[src/rtl/sr_latch_nor.sv]
// sr_latch_nor: bank of independent clocked SR cells with NOR-latch output semantics and a forbidden-code flag
module sr_latch_nor #(
  parameter int unsigned WIDTH = 1,
  parameter bit RESET_Q = 1'b0
) (
  input  logic             clk,
  input  logic             rst,
  input  logic [WIDTH-1:0] s,
  input  logic [WIDTH-1:0] r,
  output logic [WIDTH-1:0] q,
  output logic [WIDTH-1:0] qb,
  output logic [WIDTH-1:0] invalid
);
  logic [WIDTH-1:0] q_n, qb_n, inv_n, hold;
  always_comb begin
    hold  = ~s & ~r;
    inv_n = s & r;
    q_n   = (s & ~r) | (hold & q);
    // holding out of the both-low state snaps qb high, so the cell settles cleared
    qb_n  = (~s & r) | (hold & (qb | ~q));
  end
  always_ff @(posedge clk or posedge rst)
    if (rst) begin
      q       <= {WIDTH{RESET_Q}};
      qb      <= {WIDTH{~RESET_Q}};
      invalid <= '0;
    end else begin
      q       <= q_n;
      qb      <= qb_n;
      invalid <= inv_n;
    end
endmodule

[config.mk]
export PLATFORM = sky130hd
export DESIGN_NAME = sr_latch_nor
export DESIGN_NICKNAME = d
export VERILOG_FILES = /design/src/rtl/sr_latch_nor.sv
export SDC_FILE = /design/constraint.sdc
export NUM_CORES = 1
export LEC_CHECK = 0
export CORE_AREA = 2 2 39 41
export CTS_CLUSTER_DIAMETER = 200
export CTS_CLUSTER_SIZE = 16
export DETAILED_ROUTE_END_ITERATION = 6
export DIE_AREA = 0 0 41 43
export REMOVE_ABC_BUFFERS = 1
export SYNTH_ARGS = -nofsm -noshare
export SYNTH_HDL_FRONTEND = slang
export SYNTH_SLANG_ARGS = --single-unit
[constraint.sdc]
create_clock -name clk -period 1.5 [get_ports clk]
set_clock_uncertainty 0.1 [all_clocks]
set_input_delay 0.3 -clock clk [delete_from_list [all_inputs] [get_ports clk]]
set_output_delay 0.3 -clock clk [all_outputs]
set_load 0.005 [all_outputs]
# Yosys cells after proc, flatten, opt, wreduce, memory -nomap -nowiden
# Cells that the tools add are included.
[word_totals]
regBits = 3
inputBits = 4
output_inout_bits = 3
elab_cells = 15
[op_classes]
bitwise = 12
[ops]
columns = ["operator", "n"]
rows = [
  ["AND 1 bit", 6],
  ["NOT 1 bit", 3],
  ["OR 1 bit", 3],
]

# Depth between registers and ports, before layout
# Gate-level depths: netlist of the first run.
[depth]
depth_word = 4
ltp_mapped = 2
mapped_depth_nobuf = 2

# Least setup slack after synthesis of the first run
# OpenSTA, ideal clock, no wires.
[synth_path]
kind = "reg2out"
from = "register qb"
to = "output qb"
arrival_ns = 0.510
required_ns = 1.100
path_slack_ns = 0.590
path_stages_with_launch = 1
n_path_buf = 0
path_cell_list = "dfstp_2"
[synth_lines]
columns = ["item", "line", "source"]
rows = [
  ["from (decl)", "11", "output logic [WIDTH-1:0] qb,"],
  ["from (signal assigned)", "25", "qb <= {WIDTH{~RESET_Q}};"],
  ["from (signal assigned)", "29", "qb <= qb_n;"],
]
# No word-level cell between the ends.

# Final worst setup path of the first run
[layout_path]
from = "register invalid"
to = "output invalid"
[layout_lines]
columns = ["item", "line", "source"]
rows = [
  ["from (decl)", "12", "output logic [WIDTH-1:0] invalid"],
  ["from (signal assigned)", "30", "invalid <= inv_n;"],
]
# No word-level cell between the ends.

==> out/summary.md, run 1 <==
The flow ran to the end, and the final reports show no timing, DRC or antenna violations. Setup violations remaining at the end of the flow were counted as 0. Summed over all nets, the half-perimeter wirelength after detailed placement is 173 um.

At the end of the flow, the number of nets in the layout was 25. The wire length per cell was 6.78 um; the count of unresolved DRC violations after routing was 0. Worst-path maximum fanout: 1.

Clock root buffer master: clkbuf_4. Number of flip-flops and latches in the synthesized netlist: 3. The share of the synthesized area in the top cell type was 48.2%; the number of max-capacitance violations reported was 0. Slew at the pin with the worst max-slew slack: 0.128 ns. Hold timing on the final database bottoms out at a slack of 0.135 ns. TritonCTS built the clock tree. The critical path in this run is classified as register to output port. The tree built by TritonCTS fans out to 3 sinks. The signal on the critical path passes through clkdlybuf4s50_1. Routability-driven placement finished with a final weighted congestion of 0.444. The repair_antennas step left the layout with diodes totalling 0.

Setup total negative slack on the finished layout was measured at 0 ns. The average vias per placed instance came out at 2.83. For the number of antenna violations at the first check in global routing, the log shows 0. During I/O placement, the number of pins put on the boundary was 7. TritonCTS created 3 clock buffers.

The number of H-tree levels was 1; the horizontal die dimension was 41 um. Die extent in y: 43 um. The path category of the worst min-delay check is input port to asynchronous set/reset pin. The cell area that synthesis handed to floorplanning was 104 um^2. The tools report the initial standard-cell utilization of the core as 7.50%.

Static timing analysis puts the maximum clock frequency at 701 MHz. In the final layout, the multi-input gates occupy 23.8 um^2. The tools report the via count as 102.

IR analysis of the VDD net gives a maximum drop of 0.000100 V. The logs give 3.21% for the global routing usage summed across all routing layers and 76.3 um^2 for the sequential cell area. The number of different library cells used by synthesis comes to 6. The maximum root-to-sink buffer count was 2.

For this design, the slowest cell found on the critical path is clkdlybuf4s50_1. The final hold violation count is 0, and the met1 usage in global routing is 1.60%. From synthesis to final layout, the design area changed by 111%.

The routed design could run at a clock period as short as 1.43 ns. The post-route netlist has 30.0% of its cells at a drive strength greater than 1. The post-synthesis cell type with the largest combined area was dfrtp_1.

After clock tree synthesis, the clock-pin slew on the worst setup and hold paths is 0.04 ns. After global routing, the most crowded layer is met4. The count of buffers added on input and output ports is 6. The tools report the iteration count of the initial detailed-routing pass as 2. The die covers 0.00176 mm^2.

The worst setup path is captured at an output port. Leaving out fill and tap cells, the most frequent cell in the layout is clkdlybuf4s50_1. The detail route stage leaves a number of antenna-violating nets equal to 0. The tools report the global-route wire length before repair as 296 um. The kind of cell with the highest combined delay along the critical path is buffers and inverters.

For the worst setup path, the data arrival time is 1.03 ns. The logs give 0% for the met3 track utilization from global routing and 15.8% for the core utilization of the finished layout. Entering global routing, the biggest net connects 4 pins. The core region is 0.00138 mm^2. Final routed wirelength across all metal layers: 244 um. Global routing used 4.69% of the available met2 tracks. The share of the clock period used by the worst path works out to 95.1%.

The buffering stage count on the worst path with inverters included was 1. The number of fill cells in the layout was 168. The synthesized area per cell was 11.5 um^2; the minimum setup slack after placement was 0.102 ns. For the via count of the first global-routing pass, the log shows 100. The total power divided by cell area came out at 1160 mW/mm^2.

The top cell types in the final layout, fill and taps aside, are clkdlybuf4s50_1 (4), nor2_1 (3), clkbuf_4 (3), dfrtp_1 (2). STA classifies the critical path startpoint as a register. The logs give 9 for the synthesized netlist cell count and 0.109 nW for the leakage component of the power. The share of the yosys chip area belonging to registers is 73.5%, and the synthesis warning total is 0. The logs give 0 for the number of slew-limit violations in the final report and 0.0740 ns for the least setup slack across all paths after layout. Clock latency at the later pin of the worst-skew pair: 0.23 ns.

After the first detailed-routing iteration, the DRC count stood at 3. In this run the tightest slew margin relative to its limit is 91.4%. After synthesis, the cell types taking the most area are dfrtp_1 (48%), dfstp_2 (25%), nor2_1 (11%), and2_2 (7.2%), a21oi_1 (4.8%). The setup check on the worst reg-to-reg path leaves a slack of 0.62 ns.

The total congestion overflow came out at 0. Setup repair after global routing left no endpoint under its margin. The logs give 1.10 ns for the required time at the worst-slack endpoint and 14 for the number of placement rows. On the worst path, the slowest cell contributes a delay of 0.49 ns.
[per-layer routing]
metal  vias up  wire, um
met5         -         0
met4         0         0
met3         0        23
met2         6       140
met1        47        79
li1         49         -
[Yosys cell counts (all sizes together)]
cell type / instances
nor2: 3
dfrtp: 2
a21oi: 1
and2: 1
dfstp: 1
inv: 1
[final timing paths]
| path | start | end | cells after the start |
|---|---|---|---|
| worst max-delay path | invalid$_DFF_PP0_ | invalid | 1 |
| worst min-delay path | rst | invalid$_DFF_PP0_ | 2 |
| worst max register to register | qb$_DFF_PP1_ | qb$_DFF_PP1_ | 2 |
| worst min register to register | q$_DFF_PP0_ | qb$_DFF_PP1_ | 2 |
| max in group asynchronous | rst | qb$_DFF_PP1_ | 2 |
| min in group clk | q$_DFF_PP0_ | qb$_DFF_PP1_ | 2 |
[final cells by class]
| type | instances | share of cell area (%) |
|---|---|---|
| inverter | 1 | 1.71 |
| sequential | 3 | 34.9 |
| timing repair buffer | 7 | 31.4 |
| multi-input combinational | 5 | 10.9 |
| clock buffer | 4 | 12.0 |
| tap | 16 | 9.14 |
[through the flow]
step / total power, W / instances / instance area [um^2]
3_3_place_gp: 0.000117 / 31 / 184
4_1_cts: 0.000264 / 36 / 216
6_report: 0.000254 / 36 / 219
5_1_grt: 0.000271 / 36 / 219
2_1_floorplan: 0.0000973 / 9 / 104
3_5_place_dp: 0.000117 / 31 / 184
[registers in the layout (all words and copies together), names as in the netlist]
signal and flops:
q 1, invalid 1, qb 1
[cells by family after synthesis]
group	synth area share [%]
DFF	73.5
and+or+nand+nor	18.1
buffers and inverters	3.61
AOI/OAI and AO/OA	4.81
[power by group]
part           internal (W)  switching, W  total [W]  leakage (nW)
combinational     0.0000181    0.00000914  0.0000272        0.0581
clock             0.0000994     0.0000376   0.000137        0.0150
sequential        0.0000877    0.00000186  0.0000896        0.0359
total              0.000205     0.0000486   0.000254         0.109
[what timing repair did]
item,CTS,global route
gates resized for setup,1,1
hold endpoints to repair,0,0
hold buffers,0,0
setup endpoints to repair,2,1
setup buffers,1,0
(Power assumes the default switching activity.)
==> run 2: changes to the inputs <==
--- a/config.mk
+++ b/config.mk
@@ -10,6 +10,7 @@
 export CTS_CLUSTER_SIZE = 16
 export DETAILED_ROUTE_END_ITERATION = 6
 export DIE_AREA = 0 0 41 43
+export HOLD_SLACK_MARGIN = 0.15
 export REMOVE_ABC_BUFFERS = 1
 export SYNTH_ARGS = -nofsm -noshare
 export SYNTH_HDL_FRONTEND = slang
==> run 2 against run 1 <==
Net effect: non-clock buffer count up 1; worst setup slack about the same; sequential power about the same; critical path type unchanged; critical endpoint unchanged; largest power group unchanged.
==> out/summary.md, run 2 (synthesis gave the netlist of run 1 again) <==
OpenSTA, run right after detailed placement, puts the worst setup slack at 0.102 ns. The run gives 701 MHz as the highest clock rate. The internal portion of the total power is 0.000207 W.

Of the total power, the share spent switching nets is 19.2%. The congestion estimate from routability-driven global placement came to 0.444. The average vias per placed instance is 2.78.

The via count of the first global-routing pass is 107. The logs give 1 for the number of H-tree levels and 0.402 ns for the worst slack on hold paths. The core box area came out at 0.00138 mm^2. Entering global routing, the biggest net connects 4 pins. The net count of the finished layout is 26. In this run the tightest slew margin relative to its limit is 91.5%. The data arrival time of the worst path was 1.03 ns. The sink count of the clock tree came out at 3. Worst-path maximum fanout: 1. The clock input transition at the sequential cells of the worst setup and hold paths was 0.04 ns. The sequential cell fraction of total power is 35.0%, and the die extent in y is 43 um. The fraction of layout instances using a drive strength above 1 is 28.6%.

The die area was 0.00176 mm^2. In this run, CTS created clock tree buffers numbering 3. The tools report the kind of capture point of the worst setup path as an output port. For this run, the total global-route usage over all layers was measured as 3.41%. The count of inserted antenna diode cells was 0. In the layout the commonest cells are clkdlybuf4s50_1 (4), nor2_1 (3), clkbuf_4 (3), dfrtp_1 (2). Start point of the critical path: invalid$_DFF_PP0_. Summed over all cells, the static leakage comes to 0.113 nW. The total negative slack for setup checks was 0 ns; the switching power was 0.0000491 W. The number of stages on the worst setup path was 1. The path category of the worst min-delay check is register to register. VDD sags by at most 0.000100 V. The required time at the worst-slack endpoint was 1.10 ns; the total power divided by cell area was 1120 mW/mm^2. The total congestion overflow was 0; the register-to-register setup slack was 0.62 ns. STA classifies the critical path startpoint as a register. The maximum root-to-sink buffer count was 2; the number of fill cells in the layout was 168.

The final count of negative-setup-slack endpoints is 0. The number of max-capacitance violations reported was 0; the iteration-0 DRC count of the detailed router was 3. The type of the worst setup path was register to output port. For the iteration count of the initial detailed-routing pass, the log shows 2. The run gives 0 as the count of unresolved DRC violations after routing. After floorplanning, the core was divided into 14 placement rows. Final routed wirelength across all metal layers: 257 um. The tree is rooted in a clkbuf_4. The wire length per cell was 6.95 um. The largest registers in the layout are invalid: 1 flops, q: 1 flops, qb: 1 flops.

The endpoint identified for the worst register-to-register timing path is qb$_DFF_PP1_. The tools report the number of antenna violations at the first check in global routing as 0. The number of buffers added on ports works out to 6. The share of the clock period used by the worst path is 95.1%, and the final hold violation count is 0.

Number of primary I/O pins: 7. The horizontal die dimension is 41 um, and the global-route wire length before repair is 324 um. After layout, the worst setup slack is 0.0737 ns. The run finished with clean final reports. The remaining antenna violation count came out at 0. Source of the worst register-to-register timing path: qb$_DFF_PP1_.

On the critical path, the stage with the largest delay is an instance of clkdlybuf4s50_1. Per report_power, the combinational group accounts for 11.5% of the total. The signed area change from the synthesized netlist to the final layout is 120%. Traced cell by cell, the critical path runs through clkdlybuf4s50_1. The detailed placement HPWL was 173 um. TritonCTS built the clock tree.

Setup repair after global routing left no endpoint under its margin. Measured in cells, the most critical reg-to-reg path has a length of 2. The later pin in the worst-skew pair is clocked with a latency of 0.23 ns. The tools report the clock network fraction of design power as 53.5%. The routed layout has 103 vias. After layout, the minimum clock period comes to 1.43 ns. Leaving out fill and tap cells, the most frequent cell in the layout is clkdlybuf4s50_1. Grouping stages by cell kind, the critical path spends the most delay in buffers and inverters. The initial utilization of the core area, before any placement, comes to 7.50%. The run gives 0 as the number of slew-limit violations in the final report. The slew at the pin with the worst max-slew slack was 0.127 ns. Following the worst setup path forward leads to its endpoint at invalid. The buffering stage count on the worst path with inverters included works out to 1. In this design, the stage delay of the slowest critical-path cell is 0.49 ns.
==> run 2: final cells by class <==
cell class,count,area [um^2],share of cell area [%]
repair buffers,8,78.8,34.4
flip-flops and latches,3,76.3,33.3
clock buffers,4,26.3,11.5
multi-input cells,5,23.8,10.4
well taps,16,20.0,8.74
inverters,1,3.75,1.64
==> run 2: metal layers <==
metal,vias to the layer above,GRT usage [%],part of all wire (%)
met1,46,1.60,34
met4,0,8.00,0
met2,6,5.31,58
li1,51,-,-
met3,0,0,7.8
met5,-,0,0
==> run 2: worst reg2reg max path, stage by stage (launching register included) <==
cell and delay (ns):
dfstp_2 0.52, nor2_1 0.04, a21oi_1 0.15
==> run 2: timing repair <==
item / in CTS / in global routing
hold endpoints to repair: 2 / 0
hold buffers: 1 / 0
pin swaps: 0 / 0
buffers inserted: 1 / 0
gates resized for setup: 1 / 1
setup endpoints to repair: 2 / 1
==> run 2: worst min path at each step <==
stage	start	end	slack, ns	cells past startpoint
2_1_floorplan	rst	invalid$_DFF_PP0_	-0.05	1
6_report	q$_DFF_PP0_	qb$_DFF_PP1_	0.40	2
3_5_place_dp	q$_DFF_PP0_	qb$_DFF_PP1_	0.34	1
4_1_cts	q$_DFF_PP0_	qb$_DFF_PP1_	0.42	2
3_3_place_gp	q$_DFF_PP0_	qb$_DFF_PP1_	0.32	1
5_1_grt	q$_DFF_PP0_	qb$_DFF_PP1_	0.44	2
==> run 2: metrics by stage <==
stage / area [um^2] / instances / power (W) / utilization (%)
floorplan: 104 / 9 / 0.0000973 / -
global placement: 184 / 31 / 0.000117 / 13.3
detailed placement: 184 / 31 / 0.000117 / 13.3
CTS: 226 / 37 / 0.000266 / 16.4
global route: 229 / 37 / 0.000273 / 16.5
finish: 229 / 37 / 0.000256 / 16.5
==> run 2: power groups by stage <==
stage | Sequential [W] | Combinational, W | Clock (W)
2_1_floorplan | 0.0000917 | 0.00000561 | 0
3_5_place_dp | 0.0000913 | 0.0000260 | 0
6_report | 0.0000896 | 0.0000294 | 0.000137
3_3_place_gp | 0.0000909 | 0.0000258 | 0
5_1_grt | 0.0000903 | 0.0000324 | 0.000151
4_1_cts | 0.0000898 | 0.0000304 | 0.000146
==> run 3: changes to the inputs <==
--- a/config.mk
+++ b/config.mk
@@ -12,6 +12,7 @@
 export DIE_AREA = 0 0 41 43
 export HOLD_SLACK_MARGIN = 0.15
 export REMOVE_ABC_BUFFERS = 1
+export SETUP_SLACK_MARGIN = 0.05
 export SYNTH_ARGS = -nofsm -noshare
 export SYNTH_HDL_FRONTEND = slang
 export SYNTH_SLANG_ARGS = --single-unit
==> run 3 against run 2 <==
Net effect: core utilization is 0.090 points lower; via count is the same; power is 0.47% lower; sequential power barely moved; clock-buffer cell count stayed put; worst setup slack better by 0.060 ns; register-to-register slack hardly changed; first-iteration DRC count did not move.
==> out/summary.md, run 3 (synthesis gave the netlist of run 1 again) <==
The flow ran to the end, and the final reports show no timing, DRC or antenna violations. For this run, the slowest stage of the critical path takes 0.52 ns. In this run the worst hold path is classified as register to register. The slowest stage of the critical path belongs to the cell dfstp_2. Clock-pin slew was measured on the worst setup and hold paths at 0.04 ns. Counting I/O delays and the setup requirement, the final critical path takes 1.37 ns. The post-route netlist has 28.6% of its cells at a drive strength greater than 1. For this run, the share of the core covered by cells in the final layout is 16.5%.

The sink count of the clock tree came out at 3. In the final layout, the registers with the most flip-flops are invalid: 1 flops, q: 1 flops, qb: 1 flops. Wires add up to 258 um. Pin placement for this block handled 7 I/O pins. The maximum root-to-sink buffer count was 2; the remaining antenna violation count was 0. The maximum vdd drop was 0.000100 V; the horizontal die dimension was 41 um. After detailed routing, the average wire length per cell comes to 6.97 um. For the pin with the worst max-slew slack, the measured transition is 0.127 ns. The tools report the number of nets in the layout as 26. The most critical setup path has its startpoint at qb$_DFF_PP1_. CTS placed an instance of clkbuf_4 at the clock tree root. The logs give 0 for the total congestion overflow and 0 for the number of max-capacitance violations reported.

Compared with the post-synthesis result, the final layout area differs by 119%. The count of unresolved DRC violations after routing was 0; the number of antenna violations at the first check in global routing was 0. In the global route stage, overall resource usage came out at 3.41%.

After floorplanning, the core was sized to cover 0.00138 mm^2. Once the floorplan was initialized, standard cells occupied 7.50% of the core. The number of H-tree levels is 1, and the worst-case headroom to the max-slew limit is 91.5%. The buffering stage count on the worst path with inverters included was 1. The repair_antennas step left the layout with diodes totalling 0.

Setup repair after global routing left no endpoint under its margin. The worst-path maximum fanout was 2; the die area was 0.00176 mm^2. The final hold violation count came out at 0. Dividing total power by cell area gives a power density of 1120 mW/mm^2. The worst hold path begins at q$_DFF_PP0_. The number of slew-limit violations in the final report was 0. Using the TritonRoute via totals, the vias-per-cell ratio works out to 2.78. Detailed routing inserted a total of 103 vias. Measured along the y axis, the die boundary spans 43 um. Setup violations remaining at the end of the flow were counted as 0. Entering global routing, the biggest net connects 4 pins. The share of the clock period used by the worst path works out to 91.1%. The top cell types in the final layout, fill and taps aside, are nor2_1 (3), clkbuf_4 (3), clkdlybuf4s50_1 (3), dfrtp_1 (2), dlygate4sd2_1 (2). Data on the critical path arrives at its endpoint at 0.97 ns. The number of buffers added on ports works out to 6. The startpoint identified for the worst register-to-register timing path is qb$_DFF_PP1_. The via count of the first global-routing pass is 107, and the iteration count of the initial detailed-routing pass is 2. The setup path with the least slack is of type register to output port. The floorplan has 14 rows. Data on the critical path is required at its endpoint by 1.10 ns.

The leakage component of the power is 0.117 nW, and the global-route wire length before repair is 324 um. The worst setup path is captured at an output port. Traced cell by cell, the critical path runs through dlygate4sd2_1. In this design, the largest share of critical-path delay is due to flip-flops. Iteration-0 DRC count of the detailed router: 3.

Counting the buffers created by CTS gives 3. The congestion estimate from routability-driven global placement came to 0.444. For the final routed database, the setup TNS stands at 0 ns. The clock reaches the later pin of the worst-skew pair after 0.23 ns.

The highest clock rate came out at 732 MHz. Summed over all nets, the half-perimeter wirelength after detailed placement is 173 um. The worst setup path is launched from a register. TritonCTS built the clock tree.
run 3: area by class of cell:
| cell class | count | area (um^2) |
|---|---|---|
| tap | 16 | 20.0 |
| inverter | 1 | 3.75 |
| fill | 167 | 1160 |
| multi-input combinational | 5 | 23.8 |
| sequential | 3 | 76.3 |
| clock buffer | 4 | 26.3 |
| timing repair buffer | 8 | 77.6 |
run 3: what timing repair did:
item | CTS | global route
endpoints found under the setup margin | 2 | 1
resized for setup | 2 | 1
endpoints found under the hold margin | 2 | 0
setup buffers | 1 | 0
pin swaps | 0 | 0
hold buffers | 1 | 0
run 3: path summary, 6_finish.rpt:
path,end,slack (ns),depth (start not counted)
max in group asynchronous,qb$_DFF_PP1_,0.39,3
min in group asynchronous,invalid$_DFF_PP0_,0.70,3
max,qb,0.13,1
max reg2reg,qb$_DFF_PP1_,0.62,2
min,qb$_DFF_PP1_,0.40,2
min reg2reg,qb$_DFF_PP1_,0.40,2
run 3: per-stage QoR:
step | total power [W] | worst slack [ns] | area [um^2] | cells | hold slack [ns]
global route | 0.000272 | 0.0910 | 228 | 37 | 0.441
floorplan | 0.0000973 | 0.590 | 104 | 9 | -0.0471
detailed placement | 0.000117 | 0.102 | 184 | 31 | 0.344
CTS | 0.000265 | 0.0569 | 225 | 37 | 0.414
finish | 0.000255 | 0.134 | 228 | 37 | 0.402
global placement | 0.000117 | 0.110 | 184 | 31 | 0.325
run 3: power by group:
group / total (W) / internal [W] / switching (W)
registers: 0.0000895 / 0.0000877 / 0.00000180
logic: 0.0000282 / 0.0000186 / 0.00000960
clock network: 0.000137 / 0.0000994 / 0.0000376
total: 0.000255 / 0.000206 / 0.0000490
run 3: layer usage:
layer | vias to the layer above | global-route usage, % | routed length [um]
li1 | 51 | - | -
met5 | - | 0 | 0
met2 | 6 | 5.31 | 148
met3 | 0 | 0 | 20
met1 | 46 | 1.60 | 88
met4 | 0 | 8.00 | 0
